[src/rtl/accum_seq.sv]
// Command sequencer driving an external accumulator (B/E/S/ACC_CLR) for CLEAR, ADDN, SUBN and DIV.
// Define ACCUM_SEQ_OVF_EN to abort ADDN/SUBN on carry/borrow with OVF=1; otherwise arithmetic wraps.
module accum_seq #(
    parameter int WIDTH = 8,
    parameter int CNT_W = 8
) (
    input  logic             CLK,
    input  logic             CLR_N,
    input  logic             CMD_VALID,
    output logic             CMD_READY,
    input  logic [1:0]       CMD_OP,
    input  logic [WIDTH-1:0] CMD_B,
    input  logic [CNT_W-1:0] CMD_N,
    input  logic [WIDTH-1:0] Q,
    output logic [WIDTH-1:0] B,
    output logic             E,
    output logic             S,
    output logic             ACC_CLR,
    output logic             DONE,
    output logic [CNT_W-1:0] RESULT,
    output logic             DZ,
    output logic             OVF
);

    typedef enum logic [2:0] {IDLE, CLRS, ADD, SUB, DIV, FIN} state_t;
    typedef enum logic [1:0] {OP_CLEAR = 2'b00, OP_ADDN = 2'b01, OP_SUBN = 2'b10, OP_DIV = 2'b11} op_t;

    state_t           state_q, state_d;
    logic [WIDTH-1:0] b_q, b_d;
    logic             s_q, s_d;
    logic [CNT_W-1:0] cnt_q, cnt_d;
    logic [CNT_W-1:0] result_q, result_d;
    logic             dz_q, dz_d;
    logic             ovf_q, ovf_d;
    logic [CNT_W-1:0] result_inc;
    logic             ovf_hit;
    logic             e_w;
    op_t              op;

    assign op = op_t'(CMD_OP);

    // Saturates so a quotient wider than CNT_W pins at all-ones.
    assign result_inc = (result_q == '1) ? result_q : result_q + CNT_W'(1);

`ifdef ACCUM_SEQ_OVF_EN
    logic [WIDTH:0] sum_w;
    assign sum_w   = {1'b0, Q} + {1'b0, b_q};
    assign ovf_hit = (state_q == ADD) ? sum_w[WIDTH] : (b_q > Q);
`else
    assign ovf_hit = 1'b0;
`endif

    always_ff @(posedge CLK or negedge CLR_N) begin
        if (!CLR_N) begin
            state_q  <= IDLE;
            b_q      <= '0;
            s_q      <= 1'b0;
            cnt_q    <= '0;
            result_q <= '0;
            dz_q     <= 1'b0;
            ovf_q    <= 1'b0;
        end else begin
            state_q  <= state_d;
            b_q      <= b_d;
            s_q      <= s_d;
            cnt_q    <= cnt_d;
            result_q <= result_d;
            dz_q     <= dz_d;
            ovf_q    <= ovf_d;
        end
    end

    always_comb begin
        state_d  = state_q;
        b_d      = b_q;
        s_d      = s_q;
        cnt_d    = cnt_q;
        result_d = result_q;
        dz_d     = dz_q;
        ovf_d    = ovf_q;
        e_w      = 1'b0;
        case (state_q)
            IDLE: begin
                if (CMD_VALID) begin
                    b_d      = CMD_B;
                    s_d      = (op == OP_SUBN) || (op == OP_DIV);
                    cnt_d    = CMD_N;
                    result_d = '0;
                    dz_d     = 1'b0;
                    ovf_d    = 1'b0;
                    // Zero-work commands skip straight to FIN so DONE lands one cycle after accept.
                    case (op)
                        OP_CLEAR: state_d = CLRS;
                        OP_ADDN:  state_d = (CMD_N == '0) ? FIN : ADD;
                        OP_SUBN:  state_d = (CMD_N == '0) ? FIN : SUB;
                        default: begin
                            if (CMD_B == '0) begin
                                dz_d    = 1'b1;
                                state_d = FIN;
                            end else if (Q < CMD_B) begin
                                state_d = FIN;
                            end else begin
                                state_d = DIV;
                            end
                        end
                    endcase
                end
            end
            CLRS: state_d = FIN;
            ADD, SUB: begin
                if (cnt_q == '0) begin
                    state_d = FIN;
                end else if (ovf_hit) begin
                    ovf_d   = 1'b1;
                    state_d = FIN;
                end else begin
                    e_w      = 1'b1;
                    cnt_d    = cnt_q - CNT_W'(1);
                    result_d = result_inc;
                    if (cnt_q == CNT_W'(1)) state_d = FIN;
                end
            end
            DIV: begin
                if (Q >= b_q) begin
                    e_w      = 1'b1;
                    result_d = result_inc;
                    // Leave on the last subtract rather than one cycle later, keeping DONE at q+1.
                    if ((Q - b_q) < b_q) state_d = FIN;
                end else begin
                    state_d = FIN;
                end
            end
            FIN:     state_d = IDLE;
            default: state_d = IDLE;
        endcase
    end

    assign CMD_READY = (state_q == IDLE);
    assign ACC_CLR   = (state_q == CLRS);
    assign DONE      = (state_q == FIN);
    assign E         = e_w;
    assign B         = b_q;
    assign S         = s_q;
    assign RESULT    = result_q;
    assign DZ        = dz_q;
    assign OVF       = ovf_q;

endmodule

[config.mk]
export PLATFORM = sky130hd
export DESIGN_NAME = accum_seq
export DESIGN_NICKNAME = d
export VERILOG_FILES = /design/src/rtl/accum_seq.sv
export SDC_FILE = /design/constraint.sdc
export NUM_CORES = 1
export LEC_CHECK = 0
export ABC_AREA = 1
export CAP_MARGIN = 30
export CORE_MARGIN = 2
export CORE_UTILIZATION = 45
export DETAILED_ROUTE_END_ITERATION = 12
export PLACE_DENSITY = 0.72
export SLEW_MARGIN = 40
export SYNTH_ARGS = -nofsm -noshare
export SYNTH_HDL_FRONTEND = slang
export SYNTH_SLANG_ARGS = --single-unit
[constraint.sdc]
create_clock -name CLK -period 2.8 [get_ports CLK]
set_clock_uncertainty 0.05 [all_clocks]
set_input_delay 0.42 -clock CLK [delete_from_list [all_inputs] [get_ports CLK]]
set_output_delay 0.42 -clock CLK [all_outputs]
set_load 0.01 [all_outputs]
After elaboration in Yosys (flattened, before gate mapping):

Index checks and enable logic that the tools add are counted.

* $add $sub $neg: 3
* $lt $le $gt $ge: 3
* equality and inequality tests: 15
* multiplexer cells: 24
* reduce and logical (&&, ||, !) cells: 14

Operator list (count)
* $mux W8: 6
* $logic_not A8 Y1: 3
* $pmux W8 S3: 1
* $mux W3: 7
* $lt A8 B8 Y1: 2
* $pmux W8 S2: 1
* $pmux W3 S4: 1
* $pmux W3 S3: 1
* $add A8 B1 Y8 const B: 1
* $eq A8 B1 Y1 const B: 1
* $eq A8 B8 Y1 const B: 1
* $ge A8 B8 Y1: 1
* $sub A8 B1 Y8 const B: 1
* $sub A8 B8 Y8: 1
* $eq A3 B2 Y1 const B: 2
* $eq A3 B3 Y1 const B: 2
* $mux W1: 6
* $ne A2 B2 Y1 const B: 3
* $ne A3 B3 Y1 const B: 2
* $reduce_and A3 Y1: 2
* $eq A2 B2 Y1 const B: 2
* $reduce_and A4 Y1: 1
* $eq A3 B1 Y1 const B: 1
* $logic_not A3 Y1: 1
* other kinds (9): 9

* register bits after elaboration: 29
* input bits: 29
* output and inout bits: 23
* logic and storage cells: 65

Longest topological paths before layout:

* depth in word-level cells: 6
* gate-level depth with buffers: 18
* gate-level depth less buffers: 18

Worst setup path after synthesis:

Ideal clock, no wire load.

* path type: register to register
* start: register b_q[0] (netlist: B[0])
* end: register state_q[0]
* library setup time: 116 ps
* arrival time: 2395 ps
* data required time: 2634 ps
* slack: 238 ps
* stages on the path, launching flop included: 16
* buffers on the path: 0
* clock period less this slack: 2562 ps
* cell sequence: dfrtp_1 -> ha_1 -> fa_1 -> nand3b_1 -> nand2_1 -> a31oi_1 -> xor2_1 -> ha_1 -> nand2_1 -> o21a_1 -> nand2_1 -> nand3_1 -> nand2_1 -> inv_1 -> nand2_1 -> nand2_1

* cells in the longest elaborated chain, start to end: 4
* elaborated cells on any way between the ends: 7
* classes of those cells: add/sub (1); order compare (2); eq/ne (1); mux (2); reduce/logical (1)

RTL lines
* start: declaration: line 29 `logic [WIDTH-1:0] b_q, b_d;`
* start signal: assignment: line 56 `b_q <= '0;`
* start signal: assignment: line 64 `b_q <= b_d;`
* $sub A8 B8 Y8: line 128 `if ((Q - b_q) < b_q) state_d = FIN;`
* $lt A8 B8 Y1: line 128
* $ne A3 B3 Y1 (no line)
* $reduce_and A3 Y1 (no line)
* end signal: assignment: line 63 `state_q <= state_d;`
* end: declaration: line 28 `state_t state_q, state_d;`

Parallel ways exist; a longest one is shown, timed or not.
A chain may end at the register's enable or synchronous reset.

Worst setup path after layout:

* start: input port Q[2]
* end: register state_q[0]

* cells in the longest elaborated chain, start to end: 6
* elaborated cells on any way between the ends: 12
* classes of those cells: add/sub (1); order compare (3); eq/ne (1); mux (6); reduce/logical (1)

RTL lines
* start: declaration: line 14 `input logic [WIDTH-1:0] Q,`
* parallel branches: the longest is 6 deep, another holds $sub A8 B8 Y8

Parallel ways; which one is timed is not known. The select of a mux whose other input is x is not followed.

==> run_results.csv <==
group,metric,value,unit
run_status,status,"finished clean",
setup_path,end_kind,"flip-flop",
logic_synthesis,synth_edf_count,0,
setup_path,cp_slowest_cell,"clkdlybuf4s50_1",
setup_path,r2r_start,"B[0]$_DFFE_PN0P_",
global_route,antenna_found_initial,0,
global_route,grt_pass1_wl,9960,µm
clock_network,clk_path_buf_depth,2,
sta,max_freq,382,MHz
global_route,grt_max_degree,30,
layout,final_util,63.4,%
placement,hpwl,4470,µm
logic_synthesis,syn_nets,400,
power_and_ir_drop,cellInternalPower,0.753,mW
worst_hold_path,min_from,"DZ$_DFFE_PN0P_",
flow_run,drv_cap,0,
logic_synthesis,synthCells,344,
logic_synthesis,yosysMostFrequentCell,"nand2_1",
logic_synthesis,ys_ff_latch,29,
setup_path,timing.critical_path.slowest_cell_delay,0.46,ns
setup_path,setup.worst_path.start,"Q[2]",
placement,portBuffers,50,
clock_network,clk_latency,0.29,ns
floorplanning,ioPinCount,52,
floorplanning,dieHeight,77.8,µm
routing,drt_iter0_drc,76,
logic_synthesis,yosys_warnings,0,
logic_synthesis,netlist_area,2450,µm²
sta,period_minus_slack,2.62,ns
setup_path,rr_endpoint,"state_q[0]$_DFFE_PN0P_",
clock_network,hold_buffers,0,
power_and_ir_drop,swShare,30.4,%
power_and_ir_drop,clkPwrFrac,32.0,%
logic_synthesis,netlist-cell-type-count,34,
power_and_ir_drop,power.switching,0.328,mW
logic_synthesis,yosysTopAreaCell,"dfrtp_1",
clock_network,clkSinkCount,29,
logic_synthesis,syn_avg_cell_area,7.13,µm²
clock_network,cts_tree,"done",
logic_synthesis,yosys-top-cells-count,"nand2_1 (85), inv_1 (54), nor2_1 (33)",
routing,wirelength,5790,µm
setup_path,cp_max_fo,4,
setup_path,worstSetupPathType,"primary input to flip-flop",
power_and_ir_drop,pwr-share-comb,28.0,%
sta,fin_tns_setup,0,ns
power_and_ir_drop,leakage,1.66,nW
setup_path,cp_common_cell,"nand2_1",
layout,syn_to_final_growth,33.7,%
logic_synthesis,ys.flop_type,"dfrtp_1",
power_and_ir_drop,seqPwrFrac,40.0,%
sta,maxSlewViolCount,0,
setup_path,path_cells,"clkdlybuf4s50_1 > ha_4 > nand2_1 > buf_4 > nor3_2 > nor3_2 > xor2_1 > inv_1 > ha_1 > a21oi_2 > o21a_1 > nand2_1 > nand3_2 > nand2_2 > inv_1 > nand2_1 > nand2_1",
setup_path,critPathBufInv,4,
floorplanning,core_area,5170,µm²
routing,vias_per_cell,4.90,
setup_path,start_kind,"primary input",
setup_path,path_depth,17,
logic_synthesis,yosysSeqAreaShare,29.6,%
floorplanning,start_util,47.4,%
routing,routedWlPerCell,11.9,µm
logic_synthesis,synth_top_area_share,29.6,%
routing,drc,0,
global_route,grt_pass1_vias,2346,
setup_path,ff2ff_path_depth,15,
routing,first_pass_iters,4,
placement,place_congestion,0.902,
global_route,grt_usage,20.5,%
setup_path,rrSetupSlack,0.25,ns
sta,whs,0.440,ns
sta,rsz0062_at_grt,"no",
logic_synthesis,ys_top_cells_by_area,"dfrtp_1 (30%), ha_1 (13%), nand2_1 (13%)",
layout,fillers,455,
floorplanning,dieArea,6050,µm²
sta,hold_violations,0,
sta,fin_crit_sh,93.4,%
clock_network,h-tree-depth,2,
setup_path,crit_family,"buffers and inverters",
power_and_ir_drop,powerDensity,330,nW/µm²
clock_network,tritoncts.num_buffers,5,
layout,nets,471,
floorplanning,rows,26,
setup_path,critPathArrivalTime,2.75,ns
worst_hold_path,hold_class,"flip-flop to flip-flop",
power_and_ir_drop,max-vdd-ir-drop,0.152,mV
layout,diodes,0,
setup_path,crit_required,2.93,ns
sta,setup_viol,0,
routing,drtAntennaViolNets,0,
layout,drive_above_1_share,13.7,%
logic_synthesis,async_reset_ff_share,100,%
routing,num_vias,2383,
setup_path,cp-endpoint,"state_q[0]$_DFFE_PN0P_",
global_route,overflow,0,
floorplanning,die-width,77.8,µm
clock_network,path_clk_slew,0.07,ns
clock_network,root_buffer,"clkbuf_8",
-- cell families after synthesis --
group                      Yosys count  share of synthesized area [%]
and+or+nand+nor                    156                           27.8
AOI/OAI and AO/OA                   61                           14.9
buffers and inverters               61                           10.3
DFF                                 29                           29.6
adders and majority gates           27                           14.1
xor gates and xnor gates             9                           3.22
other                                1                          0.153
-- placed cells by master (no fill, tap or decap), drive strengths merged, types with 13 or more instances in the layout --
| cell type | instances |
|---|---|
| a21oi | 13 |
| buf | 19 |
| clkdlybuf4s50 | 47 |
| dfrtp | 29 |
| ha | 26 |
| inv | 56 |
| nand2 | 89 |
| nand3 | 18 |
| nor2 | 37 |
| o21ai | 32 |
-- layer usage --
layer	GRT usage (%)	part of all wire, %	up-vias
li1	-	-	1247
met1	27.0	48	1070
met2	32.6	46	57
met3	4.07	4.6	9
met4	8.75	1.9	0
met5	0	0	-
-- power groups by stage --
stage	combinational, mW	clock [mW]	sequential (mW)
after floorplan	0.150	0	0.443
after global placement	0.277	0	0.440
after detailed placement	0.281	0	0.440
after CTS	0.288	0.347	0.433
after global routing	0.342	0.373	0.433
final	0.302	0.346	0.432
-- worst min path at each step --
stage | depth (start not counted) | end
floorplan | 0 | B[0]$_DFFE_PN0P_
global placement | 2 | cnt_q[7]$_DFFE_PN0P_
detailed placement | 2 | DZ$_DFFE_PN0P_
CTS | 2 | DZ$_DFFE_PN0P_
global route | 2 | DZ$_DFFE_PN0P_
finish | 2 | DZ$_DFFE_PN0P_
-- metrics by stage --
stage               area, µm²  setup WS, ns  instances  power [mW]
floorplan                2450         0.238        344       0.593
CTS                      3230       0.00294        485        1.07
global route             3280       0.00274        486        1.15
global placement         3120        -0.369        476       0.717
detailed placement       3120        -0.430        476       0.721
finish                   3280         0.184        486        1.08
-- timing repair --
action | 4_1_cts | 5_1_grt
pin swaps | 2 | 2
gates resized for setup | 8 | 9
setup buffers | 1 | 1
setup endpoints to repair | 4 | 4
-- worst reg2reg max path: stages (launching register included) --
cell	delay [ns]
dfrtp_1	0.42
ha_2	0.22
fa_2	0.36
nand3b_1	0.17
nand2_2	0.08
a31oi_1	0.09
xor2_1	0.15
ha_1	0.28
nand2_1	0.06
o21a_1	0.18
nand2_1	0.08
nand3_2	0.08
nand2_2	0.09
inv_1	0.04
nand2_1	0.06
nand2_1	0.04
-- cell type report --
cell class              instances  area, µm²  area share [%]
clock inverters                 2       10.0           0.305
multi-input cells             254       1520            46.4
repair buffers                 69        649            19.8
well taps                      70       87.6            2.67
clock buffers                   6       72.6            2.21
inverters                      56        210            6.41
flip-flops and latches         29        726            22.1
-- registers in the layout, indices dropped and copies added (netlist names) --
| name | cells |
|---|---|
| B | 8 |
| RESULT | 8 |
| cnt_q | 8 |
| state_q | 3 |
| DZ | 1 |
| S | 1 |
Power figures use the tool's default switching activity.
